<file path="config.mk">
export PLATFORM = sky130hd
export DESIGN_NAME = mmio_hub
export DESIGN_NICKNAME = d
export VERILOG_FILES = /design/src/rtl/uc_pkg.sv /design/src/rtl/mmio_timer.sv /design/src/rtl/mmio_hub.sv
export SDC_FILE = /design/constraint.sdc
export NUM_CORES = 1
export LEC_CHECK = 0
export CAP_MARGIN = 30
export CORE_MARGIN = 4
export CORE_UTILIZATION = 40
export DETAILED_ROUTE_END_ITERATION = 8
export SETUP_SLACK_MARGIN = 0.15
export SYNTH_ARGS = -nofsm -noshare
export SYNTH_HDL_FRONTEND = slang
export SYNTH_SLANG_ARGS = --single-unit
export TNS_END_PERCENT = 1
</file>
<file path="constraint.sdc">
create_clock -name clk50m -period 5.2 [get_ports clk50m]
set_input_delay 1.56 -clock clk50m [delete_from_list [all_inputs] [get_ports clk50m]]
set_output_delay 1.56 -clock clk50m [all_outputs]
set_load 0.005 [all_outputs]
</file>
<file path="src/rtl/uc_pkg.sv">
// Shared address-map constants and types for the Hack microcontroller
// memory-mapped peripherals.
package uc_pkg;

    localparam logic [14:0] DEF_OUT_BASE = 15'h7000;
    localparam logic [14:0] DEF_IN_BASE  = 15'h7400;
    localparam logic [14:0] DEF_TMR_BASE = 15'h7800;

    localparam int EVT_OFF  = 16;
    localparam int TMR_REGS = 5;

    localparam int CTRL_EN     = 0;
    localparam int CTRL_RELOAD = 1;
    localparam int STAT_EXP    = 0;

    typedef enum logic [2:0] {
        TMR_CTRL  = 3'd0,
        TMR_LOAD  = 3'd1,
        TMR_COUNT = 3'd2,
        TMR_STAT  = 3'd3,
        TMR_PRE   = 3'd4
    } tmr_reg_e;

    // Decoded write strobes from the hub to the timer.
    typedef struct packed {
        logic wr_ctrl;
        logic wr_load;
        logic wr_stat;
        logic wr_pre;
    } tmr_wr_t;

endpackage

</file>
<file path="src/rtl/mmio_timer.sv">
// Prescaled down-counting timer with one-shot or auto-reload expiry,
// driven by decoded write strobes from mmio_hub.
module mmio_timer
    import uc_pkg::*;
#(
    parameter int DW = 16
) (
    input  logic          clk50m,
    input  logic          rst_n,
    input  logic [DW-1:0] wdata,
    input  tmr_wr_t       wr,
    output logic [DW-1:0] ctrl_q,
    output logic [DW-1:0] load_q,
    output logic [DW-1:0] count_q,
    output logic [DW-1:0] stat_q,
    output logic [DW-1:0] pre_q,
    output logic          tmr_exp
);

    logic          en;
    logic          reload;
    logic          exp_flag;
    logic [DW-1:0] load_r;
    logic [DW-1:0] pre_r;
    logic [DW-1:0] count;
    logic [DW-1:0] pc;
    logic          tick;
    logic          expire;

    // A LOAD write in the same cycle pre-empts both the decrement and expiry.
    assign tick   = en && (pc == pre_r);
    assign expire = tick && (count == '0) && !wr.wr_load;

    always_ff @(posedge clk50m) begin
        if (!rst_n) begin
            en       <= 1'b0;
            reload   <= 1'b0;
            exp_flag <= 1'b0;
            load_r   <= '0;
            pre_r    <= '0;
            count    <= '0;
            pc       <= '0;
            tmr_exp  <= 1'b0;
        end else begin
            if (wr.wr_ctrl) begin
                en     <= wdata[CTRL_EN];
                reload <= wdata[CTRL_RELOAD];
            end else if (expire && !reload) begin
                en <= 1'b0;
            end

            if (wr.wr_load) load_r <= wdata;
            if (wr.wr_pre)  pre_r  <= wdata;

            if (wr.wr_load) begin
                count <= wdata;
                pc    <= '0;
            end else if (en) begin
                if (tick) begin
                    pc <= '0;
                    if (count != '0)
                        count <= count - 1'b1;
                    else if (reload)
                        count <= load_r;
                end else begin
                    pc <= pc + 1'b1;
                end
            end

            if (expire)
                exp_flag <= 1'b1;
            else if (wr.wr_stat && wdata[STAT_EXP])
                exp_flag <= 1'b0;

            tmr_exp <= expire;
        end
    end

    always_comb begin
        ctrl_q              = '0;
        ctrl_q[CTRL_EN]     = en;
        ctrl_q[CTRL_RELOAD] = reload;
        stat_q              = '0;
        stat_q[STAT_EXP]    = exp_flag;
    end

    assign load_q  = load_r;
    assign count_q = count;
    assign pre_q   = pre_r;

endmodule

</file>
<file path="src/rtl/mmio_hub.sv">
// Memory-mapped peripheral hub: output registers, synchronised input
// registers with change events, and the prescaled timer.
module mmio_hub
    import uc_pkg::*;
#(
    parameter int            DW       = 16,
    parameter int            AW       = 15,
    parameter int            NOUT     = 3,
    parameter int            NIN      = 3,
    parameter int            SYNC     = 1,
    parameter logic [AW-1:0] OUT_BASE = DEF_OUT_BASE,
    parameter logic [AW-1:0] IN_BASE  = DEF_IN_BASE,
    parameter logic [AW-1:0] TMR_BASE = DEF_TMR_BASE
) (
    input  logic                      clk50m,
    input  logic                      rst_n,
    input  logic [AW-1:0]             addr,
    input  logic [DW-1:0]             wdata,
    input  logic                      we,
    output logic [DW-1:0]             rdata,
    output logic                      hit,
    output logic [NOUT-1:0][DW-1:0]   out_reg,
    input  logic [NIN-1:0][DW-1:0]    in_reg,
    output logic                      tmr_exp
);

    logic [AW-1:0]            out_off;
    logic [AW-1:0]            in_off;
    logic [AW-1:0]            tmr_off;
    logic                     out_hit;
    logic                     in_hit;
    logic                     evt_hit;
    logic                     tmr_hit;
    tmr_reg_e                 tmr_sel;
    tmr_wr_t                  tmr_wr;

    logic [NIN-1:0][DW-1:0]   synced;
    logic [NIN-1:0][DW-1:0]   prev;
    logic [NIN-1:0]           evt;
    logic [NIN-1:0]           evt_next;

    logic [DW-1:0]            ctrl_q;
    logic [DW-1:0]            load_q;
    logic [DW-1:0]            count_q;
    logic [DW-1:0]            stat_q;
    logic [DW-1:0]            pre_q;

    assign out_off = addr - OUT_BASE;
    assign in_off  = addr - IN_BASE;
    assign tmr_off = addr - TMR_BASE;

    assign out_hit = (addr >= OUT_BASE) && (out_off < AW'(NOUT));
    assign in_hit  = (addr >= IN_BASE)  && (in_off  < AW'(NIN));
    assign evt_hit = (addr == IN_BASE + AW'(EVT_OFF));
    assign tmr_hit = (addr >= TMR_BASE) && (tmr_off < AW'(TMR_REGS));
    assign tmr_sel = tmr_reg_e'(tmr_off[2:0]);
    assign hit     = out_hit || in_hit || evt_hit || tmr_hit;

    assign tmr_wr.wr_ctrl = we && tmr_hit && (tmr_sel == TMR_CTRL);
    assign tmr_wr.wr_load = we && tmr_hit && (tmr_sel == TMR_LOAD);
    assign tmr_wr.wr_stat = we && tmr_hit && (tmr_sel == TMR_STAT);
    assign tmr_wr.wr_pre  = we && tmr_hit && (tmr_sel == TMR_PRE);

    always_ff @(posedge clk50m) begin
        if (!rst_n) begin
            out_reg <= '0;
        end else begin
            for (int i = 0; i < NOUT; i++) begin
                if (we && out_hit && (out_off == AW'(i)))
                    out_reg[i] <= wdata;
            end
        end
    end

    generate
        if (SYNC != 0) begin : g_sync
            logic [NIN-1:0][DW-1:0] sync1;
            logic [NIN-1:0][DW-1:0] sync2;

            always_ff @(posedge clk50m) begin
                if (!rst_n) begin
                    sync1 <= '0;
                    sync2 <= '0;
                end else begin
                    sync1 <= in_reg;
                    sync2 <= sync1;
                end
            end

            assign synced = sync2;
        end else begin : g_direct
            assign synced = in_reg;
        end
    endgenerate

    // Hardware set is applied after the W1C so a coincident change survives.
    always_comb begin
        evt_next = evt;
        if (we && evt_hit)
            evt_next = evt & ~wdata[NIN-1:0];
        for (int i = 0; i < NIN; i++) begin
            if (synced[i] != prev[i])
                evt_next[i] = 1'b1;
        end
    end

    always_ff @(posedge clk50m) begin
        if (!rst_n) begin
            prev <= '0;
            evt  <= '0;
        end else begin
            prev <= synced;
            evt  <= evt_next;
        end
    end

    mmio_timer #(
        .DW(DW)
    ) u_timer (
        .clk50m  (clk50m),
        .rst_n   (rst_n),
        .wdata   (wdata),
        .wr      (tmr_wr),
        .ctrl_q  (ctrl_q),
        .load_q  (load_q),
        .count_q (count_q),
        .stat_q  (stat_q),
        .pre_q   (pre_q),
        .tmr_exp (tmr_exp)
    );

    always_comb begin
        rdata = '0;
        if (out_hit) begin
            for (int i = 0; i < NOUT; i++) begin
                if (out_off == AW'(i))
                    rdata = out_reg[i];
            end
        end else if (in_hit) begin
            for (int i = 0; i < NIN; i++) begin
                if (in_off == AW'(i))
                    rdata = synced[i];
            end
        end else if (evt_hit) begin
            rdata = DW'(evt);
        end else if (tmr_hit) begin
            case (tmr_sel)
                TMR_CTRL:  rdata = ctrl_q;
                TMR_LOAD:  rdata = load_q;
                TMR_COUNT: rdata = count_q;
                TMR_STAT:  rdata = stat_q;
                TMR_PRE:   rdata = pre_q;
                default:   rdata = '0;
            endcase
        end
    end

endmodule

</file>
Yosys cells after proc, flatten, opt, wreduce, memory -nomap -nowiden
Index checks and enable logic that the tools add are counted.
Storage, ports and cells
  register bits after elaboration: 263
  latch bits: 0
  memory bits (writable): 0
  ROM bits: 0
  bits of input ports: 82
  memories: 0
Cells by class
  $add $sub $neg: 5
  $mul: 0
  divide/modulo/power cells: 0
  magnitude comparators: 6
  eq/ne operators: 13
  shifts and indexed selects: 0
  muxes and demuxes: 25
  bitwise operators: 3
  reduce and logical (&&, ||, !) cells: 38
Operator list (number)
  16-bit 2-to-1 mux: 16
  16-bit case mux with 5 select lines: 1
  16-bit inequality test: 3
  15-bit greater-or-equal comparator (second input constant): 3
  15-bit subtractor (second input constant): 3
  15-bit by 1-bit == test with 1-bit output (second input constant): 2
  15-bit by 2-bit == test with 1-bit output (second input constant): 2
  15-bit zero test: 2
  15-bit by 2-bit less-than comparator with 1-bit output (second input constant): 2
  1-bit logical AND: 18
  16-bit by 1-bit adder with 16-bit output (second input constant): 1
  16-bit == test: 1
  16-bit zero test: 1
  16-bit nonzero test: 1
  16-bit by 1-bit subtractor with 16-bit output (second input constant): 1
  15-bit == test (second input constant): 1
  15-bit by 3-bit less-than comparator with 1-bit output (second input constant): 1
  2-bit nonzero test: 7
  1-bit 2-to-1 mux: 7
  3-bit by 2-bit == test with 1-bit output (second input constant): 2
  3-bit bitwise AND: 1
  3-bit by 1-bit == test with 1-bit output (second input constant): 1
  3-bit == test (second input constant): 1
  3-bit zero test: 1
  other kinds (8): 11

Depth between registers and ports, before layout
Gate-level depths: netlist of run 1.
  depth in word-level cells: 10
  gate-level depth with buffers: 11
  depth with buffers taken out: 8

By module
From an unflattened synthesis of run 1, not the netlist that was laid out.
Second synthesis, totals
  cell total of the unflattened synthesis: 1267
  area total of the unflattened synthesis: 12079.1 um2
By module, submodules not included
  mmio_hub: times used 1, cells each 832, area each 8383.0 um2
  mmio_timer: times used 1, cells each 435, area each 3696.0 um2

Worst setup path before layout of run 1
OpenSTA, ideal clock, no wires.
  path type: input-to-output
  start point: input addr[12]
  end point: output rdata[1]
  arrival: 3445 ps
  data required time: 3640 ps
  slack: 195 ps
  stages: 9
  path through: ha_1 ha_1 or4bb_1 nor3_4 and3b_1 buf_4 buf_2 a22oi_1 o211ai_1
Between the ends
  word-level cells in the longest chain between the ends: 7
Ends and longest elaborated chain
  start: declaration: RTL line mmio_hub.sv:17  | input logic [AW-1:0] addr,
  15-bit subtractor (on tied branches): RTL line mmio_hub.sv:50, mmio_hub.sv:49
  15-bit by 3-bit less-than comparator with 1-bit output / 15-bit zero test (equally long branches): RTL line mmio_hub.sv:55, mmio_hub.sv:141
  1-bit logical AND / 16-bit 2-to-1 mux (equally long branches): RTL line mmio_hub.sv:55, mmio_hub.sv:141
  16-bit 2-to-1 mux (on tied branches): RTL line mmio_hub.sv:146, mmio_hub.sv:141
  16-bit 2-to-1 mux (on tied branches): RTL line mmio_hub.sv:144, mmio_hub.sv:141
  16-bit 2-to-1 mux: RTL line mmio_hub.sv:139  | end else if (in_hit) begin
  16-bit 2-to-1 mux (*): RTL line mmio_hub.sv:134  | if (out_hit) begin
  end: declaration: RTL line mmio_hub.sv:20  | output logic [DW-1:0] rdata,
Every way passes the cells marked *; elsewhere a longest branch is shown, timed or not.

Worst setup path after layout of run 1
  start point: input addr[11]
  end point: output rdata[6]
The elaborated chain is that of the path after synthesis.

==> results of run 1 <==
## routing by layer
layer,vias up,track usage (%)
li1,4713,-
met1,4647,30.8
met2,290,34.8
met3,56,3.13
met4,2,7.50
met5,-,0
## power groups by stage
stage               Sequential, mW  Combinational (mW)  Clock, mW
floorplan                     2.12               0.113          0
global placement              2.14               0.247          0
detailed placement            2.14               0.250          0
CTS                           2.09               0.257       2.17
global route                  2.10               0.278       2.24
finish                        2.09               0.258       2.12
## worst paths after layout
| path | startpoint | endpoint | slack (ns) | depth (start not counted) |
|---|---|---|---|---|
| max | addr[11] | rdata[6] | -0.02 | 12 |
| min | g_sync.sync1[36]$_SDFF_PN0_ | g_sync.sync2[36]$_SDFF_PN0_ | 0.43 | 1 |
| max reg2reg | u_timer.count_q[6]$_SDFFE_PN0P_ | u_timer.count_q[10]$_SDFFE_PN0P_ | 2.37 | 7 |
| min reg2reg | g_sync.sync1[36]$_SDFF_PN0_ | g_sync.sync2[36]$_SDFF_PN0_ | 0.43 | 1 |
## placed cells by master, fill, tap and decap left out, types with 19 or more instances in the layout
cell             Yosys  routed
a21boi_0            38      38
a21boi_1            29      29
a21oi_1             34      22
a22oi_1             36      35
and2_1             148     147
buf_2               10      19
buf_4               10      64
buf_6                4      20
clkbuf_16            0      29
clkdlybuf4s50_1      0     114
dfxtp_1            263     263
nand2_1            207     206
nand3_1             45      44
nor2_1              45      44
o21ai_0             46      42
xnor2_1             24      24
xor2_1              65      65
## final cells by class
class	count	area, sq um
flip-flops and latches	263	5270
multi-input cells	916	5800
fillers	2574	13100
repair buffers	236	2240
clock inverters	16	211
well taps	378	473
clock buffers	35	778
diodes	2	5.00
inverters	6	27.5
## worst max-delay path, delay by kind of cell
family | cells | cell delay, ns
buffers and inverters | 5 | 0.54
adder cells (fa/ha/maj) | 1 | 0.11
AO/OA/AOI/OAI | 3 | 0.53
AND/OR/NAND/NOR | 3 | 0.93
## through the flow
stage	power (mW)	instances	setup WS (ns)	instance area (sq um)
floorplan	2.23	1271	0.195	11300
global placement	2.38	1790	-0.951	13600
detailed placement	2.39	1791	-0.961	13600
CTS	4.51	1850	-0.0242	14800
global route	4.61	1851	-0.0824	14800
finish	4.47	1852	-0.0235	14800
## kinds of logic after synthesis
kind of cell	share of synthesized area, %
flops	46.5
xor+xnor	6.89
simple gates	25.0
mux	0.531
fa+ha+maj	0.995
buf+inv	3.77
compound gates	16.3
## timing repair
| item | in CTS | in global routing |
|---|---|---|
| endpoints found under the setup margin | 17 | 17 |
| pin swaps | 33 | 13 |
| endpoints found under the hold margin | 0 | 0 |
| resized for setup | 165 | 16 |
| setup buffers | 8 | 0 |
==> flow_summary.yaml, run 1 <==
timing:
  fmax_mhz: 191
  fin_skew_ns: 0.0174
  worst_slack_ns: -0.0235
  report.final.slew_viol_count: 0
  rsz0062_at_grt: "true"
  slew_headroom_pct: 40.0
  period_minus_slack_ns: 5.22
  tns_ns: -0.0769
  setup_viol: 5
  finalCritPeriodShare_pct: 100
  hold_viol_final: 0
  worstMarginPinSlew_ns: 0.900
  hold_ws_ns: 0.429
setup_path:
  cp_max_fo: 6
  crit_slowest_cell: "or3_4"
  end_kind: "output port"
  start_kind: "input pin"
  path_class: "input pin to output port"
  critical_path_required_ns: 3.64
  arrival_ns: 3.66
  path_cells: "buf_8 -> inv_6 -> ha_4 -> or3b_4 -> o32ai_2 -> nand4_1 -> or3_4 -> buf_6 -> buf_12 -> a21o_1 -> a21oi_2 -> buf_2"
  max_stage_delay_ns: 0.40
detailed_routing:
  drt-total-wl_mm: 35.1
  drt-wirelength-per-cell_um: 18.9
  drc: 0
  routed.top_layer: "met5"
  dr_total_vias: 9708
  wl_met3_mm: 1.91
  avgViaCountPerCell: 5.24
  first_pass_iters: 6
  wl_met2_mm: 15.7
  ant_nets: 0
  drt_iter0_markers: 715
  routedLengthMet1_mm: 16.2
synth:
  synthFlopType: "dfxtp_1"
  synth_fp_nets: 1362
  synthTopCellsByArea: "dfxtp_1 47%, and2_1 8.2%, nand2_1 6.9%, xor2_1 5.0%, a21boi_0 2.5%"
  avgSynthCellArea_sq_um: 8.91
  synth_top_area_share_pct: 46.5
  async_flop_share_pct: 0
  synth-seq-cells: 263
  synthCells: 1271
  synth_edf_count: 0
  syn_area_sq_um: 11300
  synth_warnings: 0
  yosysSeqAreaShare_pct: 46.5
  yosysUniqueCellTypes: 64
  synth.top_cells.by_count: "263 x dfxtp_1, 207 x nand2_1, 148 x and2_1, 65 x xor2_1, 58 x clkbuf_1"
  yosys.area.top_type: "dfxtp_1"
  synth_most_common_cell: "dfxtp_1"
power:
  ir_drop_mv: 0.260
  seqPwrFrac_pct: 46.8
  p_leak_nw: 5.74
  internal-power_mw: 3.50
  p_switching_mw: 0.972
  p_per_area_nw_per_um2: 302
  sw_frac_of_total_pct: 21.7
  power.share.clock_pct: 47.5
  combPwrFrac_pct: 5.8
outcome:
  status: "finished, violations left"
  failed_checks: "negative setup slack"
place:
  place_congestion: 0.919
  hpwl_mm: 26.0
  io_buffers: 147
cells_and_area:
  fin_util_pct: 53.2
  syn_to_final_growth_pct: 30.8
  nets: 1543
  drive_above_1_share_pct: 14.5
floorplanning:
  coreArea_sq_um: 27900
  start_util_pct: 40.6
  die_w_um: 176
  num_io_pins: 148
  num_rows: 61
  die_h_um: 176
  dieArea_sq_um: 31100
job:
  maxCapViolations: 0
clock_network:
  cts-htree-levels: 1
  clk_pin_slew_ns: 0.05
  clk_path_buf_depth: 3
  cts_tree: "yes"
  cts_hold_buffers: 0
  numCtsBuffers: 29
  insertion_delay_ns: 0.56
  cts_num_sinks: 263
  cts-root-buf: "clkbuf_16"
global_routing:
  grt_util_all_layers_pct: 21.9
  antenna_found_initial: 2
  overflow: 0
  grt_max_degree: 103
  grt_first_pass_wirelength_mm: 53.7
  grt_pass1_vias: 9239
worst_hold_path:
  min_path_type: "flip-flop to flip-flop"
Power figures use the tool's default switching activity.
==> run 2: changes to the inputs <==
Settings changed: CAP_MARGIN 30 to not set.
==> run 2 against run 1 <==
Against the previous run: the flow still finishes with violations (negative setup slack); first-iteration DRC count is 3.8% higher; maximum frequency increased by 0.44%; cell area about the same; hold slack about the same; count of clock-buffer cells in the layout is 1 higher; power decreased by 3.7%; wire length grew 0.70%; critical endpoint is now rdata[11].
==> flow_summary.yaml, run 2 (synthesis gave the netlist of run 1 again) <==
floorplanning:
  num_rows: 61
  coreArea_sq_um: 27900
  dieArea_sq_um: 31100
  num_io_pins: 148
  die_h_um: 176
  start_util_pct: 40.6
  die_w_um: 176
setup_path:
  cp-startpoint: "addr[11]"
  r2r_end: "u_timer.count_q[9]$_SDFFE_PN0P_"
  r2r_start: "u_timer.count_q[6]$_SDFFE_PN0P_"
  r2r_cells: 7
  rrSetupSlack_ns: 2.34
  critical_path_required_ns: 3.64
  path_cells: "buf_8 -> inv_8 -> ha_4 -> or3b_4 -> o32ai_2 -> nand4_1 -> or3_4 -> buf_6 -> buf_12 -> a21o_1 -> a21oi_2 -> buf_2"
  start_kind: "input pin"
  crit_cells: 12
  cp_top_family: "simple AND/OR/NAND/NOR gates"
  cp_max_fo: 6
  arrival_ns: 3.64
  max_stage_delay_ns: 0.39
  end_kind: "output port"
  crit_slowest_cell: "or3b_4"
  path_class: "input pin to output port"
  cp.buffers_inverters: 5
  endpoint: "rdata[11]"
global_routing:
  grt_max_degree: 146
  overflow: 0
  grt_first_pass_wirelength_mm: 54.1
  grt_util_all_layers_pct: 22.0
  antenna_found_initial: 1
  grt_pass1_vias: 9339
place:
  place_area_sq_um: 13600
  place_congestion: 0.919
  hpwl_mm: 25.9
  io_buffers: 147
outcome:
  status: "finished, violations left"
  failed_checks: "negative setup slack"
clock_network:
  clk_path_buf_depth: 3
  cts-htree-levels: 1
  clk_pin_slew_ns: 0.06
  cts_tree: "yes"
  insertion_delay_ns: 0.54
  cts_hold_buffers: 0
  numCtsBuffers: 29
  cts_num_sinks: 263
  cts-root-buf: "clkbuf_16"
cells_and_area:
  fillCellCount: 2612
  final_cell_area_sq_um: 14800
  fin_util_pct: 53.1
  nets: 1546
  drive_above_1_share_pct: 15.6
  syn_to_final_growth_pct: 30.7
  final_cell_mix: "263 x dfxtp_1, 207 x nand2_1, 147 x and2_1"
  final_common_cell: "dfxtp_1"
timing:
  hold_viol_final: 0
  report.final.slew_viol_count: 0
  period_minus_slack_ns: 5.20
  slew_headroom_pct: 29.2
  finalCritPeriodShare_pct: 100
  fin_skew_ns: 0.00966
  setup_viol: 1
  fmax_mhz: 192
  rsz0062_at_grt: "true"
  worstMarginPinSlew_ns: 1.06
  worst_slack_ns: -0.000510
  tns_ns: -0.000510
detailed_routing:
  drt-wirelength-per-cell_um: 19.0
  ant_nets: 0
  dr_total_vias: 9678
  first_pass_iters: 6
  drt_iter0_markers: 742
  drt-total-wl_mm: 35.3
  drc: 0
  avgViaCountPerCell: 5.21
job:
  maxCapViolations: 0
power:
  total_power_mw: 4.31
  ir_drop_mv: 0.219
  p_per_area_nw_per_um2: 291
  p_leak_nw: 5.75
worst_hold_path:
  min_path_type: "flip-flop to flip-flop"
-- run 2: cell count changes in the layout (fill, tap and decap cells not counted), moves of 3 or more --
cell / previous run / this run
a22oi_2: 1 / 4
buf_4: 64 / 72
a22oi_1: 35 / 32
buf_6: 20 / 15
bufinv_16: 5 / 1
a221oi_1: 10 / 4
a221oi_2: 2 / 8
-- run 2: how the worst min path moves through the flow --
stage                                            from                           to  cells past startpoint
final                     g_sync.sync1[45]$_SDFF_PN0_  g_sync.sync2[45]$_SDFF_PN0_                      1
after global routing      g_sync.sync1[40]$_SDFF_PN0_  g_sync.sync2[40]$_SDFF_PN0_                      1
after CTS                 g_sync.sync1[36]$_SDFF_PN0_  g_sync.sync2[36]$_SDFF_PN0_                      1
after detailed placement  g_sync.sync1[36]$_SDFF_PN0_  g_sync.sync2[36]$_SDFF_PN0_                      1
after global placement    g_sync.sync1[12]$_SDFF_PN0_  g_sync.sync2[12]$_SDFF_PN0_                      1
after floorplan            g_sync.sync1[0]$_SDFF_PN0_   g_sync.sync2[0]$_SDFF_PN0_                      1
-- run 2: timing repair --
action                     in CTS  in global routing
setup buffers                  12                  0
pin swaps                      31                 21
gates resized for setup       159                 37
setup endpoints to repair      17                 17
-- run 2: area by class of cell --
class / count / area (sq um) / share of cell area (%)
antenna: 1 / 2.50 / 0.0169
clock buffer: 36 / 792 / 5.35
tap: 378 / 473 / 3.20
clock inverter: 17 / 125 / 0.846
sequential: 263 / 5270 / 35.6
inverter: 6 / 32.5 / 0.220
multi-input combinational: 916 / 5870 / 39.7
timing repair buffer: 239 / 2240 / 15.1
-- run 2: through the flow --
step	cells	worst slack, ns	hold WS [ns]
finish	1856	-0.000510	0.430
CTS	1855	-0.0420	0.432
detailed placement	1790	-0.961	0.418
global route	1856	-0.0710	0.445
global placement	1790	-0.951	0.420
floorplan	1271	0.195	0.412
-- run 2: where the power goes --
part / internal [mW] / leakage [nW] / total (mW) / switching, mW
registers: 2.06 / 2.14 / 2.09 / 0.0297
logic: 0.133 / 3.15 / 0.256 / 0.123
clock network: 1.13 / 0.456 / 1.96 / 0.831
total: 3.32 / 5.75 / 4.31 / 0.984
-- run 2: metal layers --
layer | up-vias | wire length, um | track usage [%]
li1 | 4733 | - | -
met1 | 4588 | 16200 | 31.2
met2 | 295 | 15900 | 35.0
met3 | 62 | 2020 | 3.02
met4 | 0 | 1230 | 6.86
met5 | - | 0 | 0
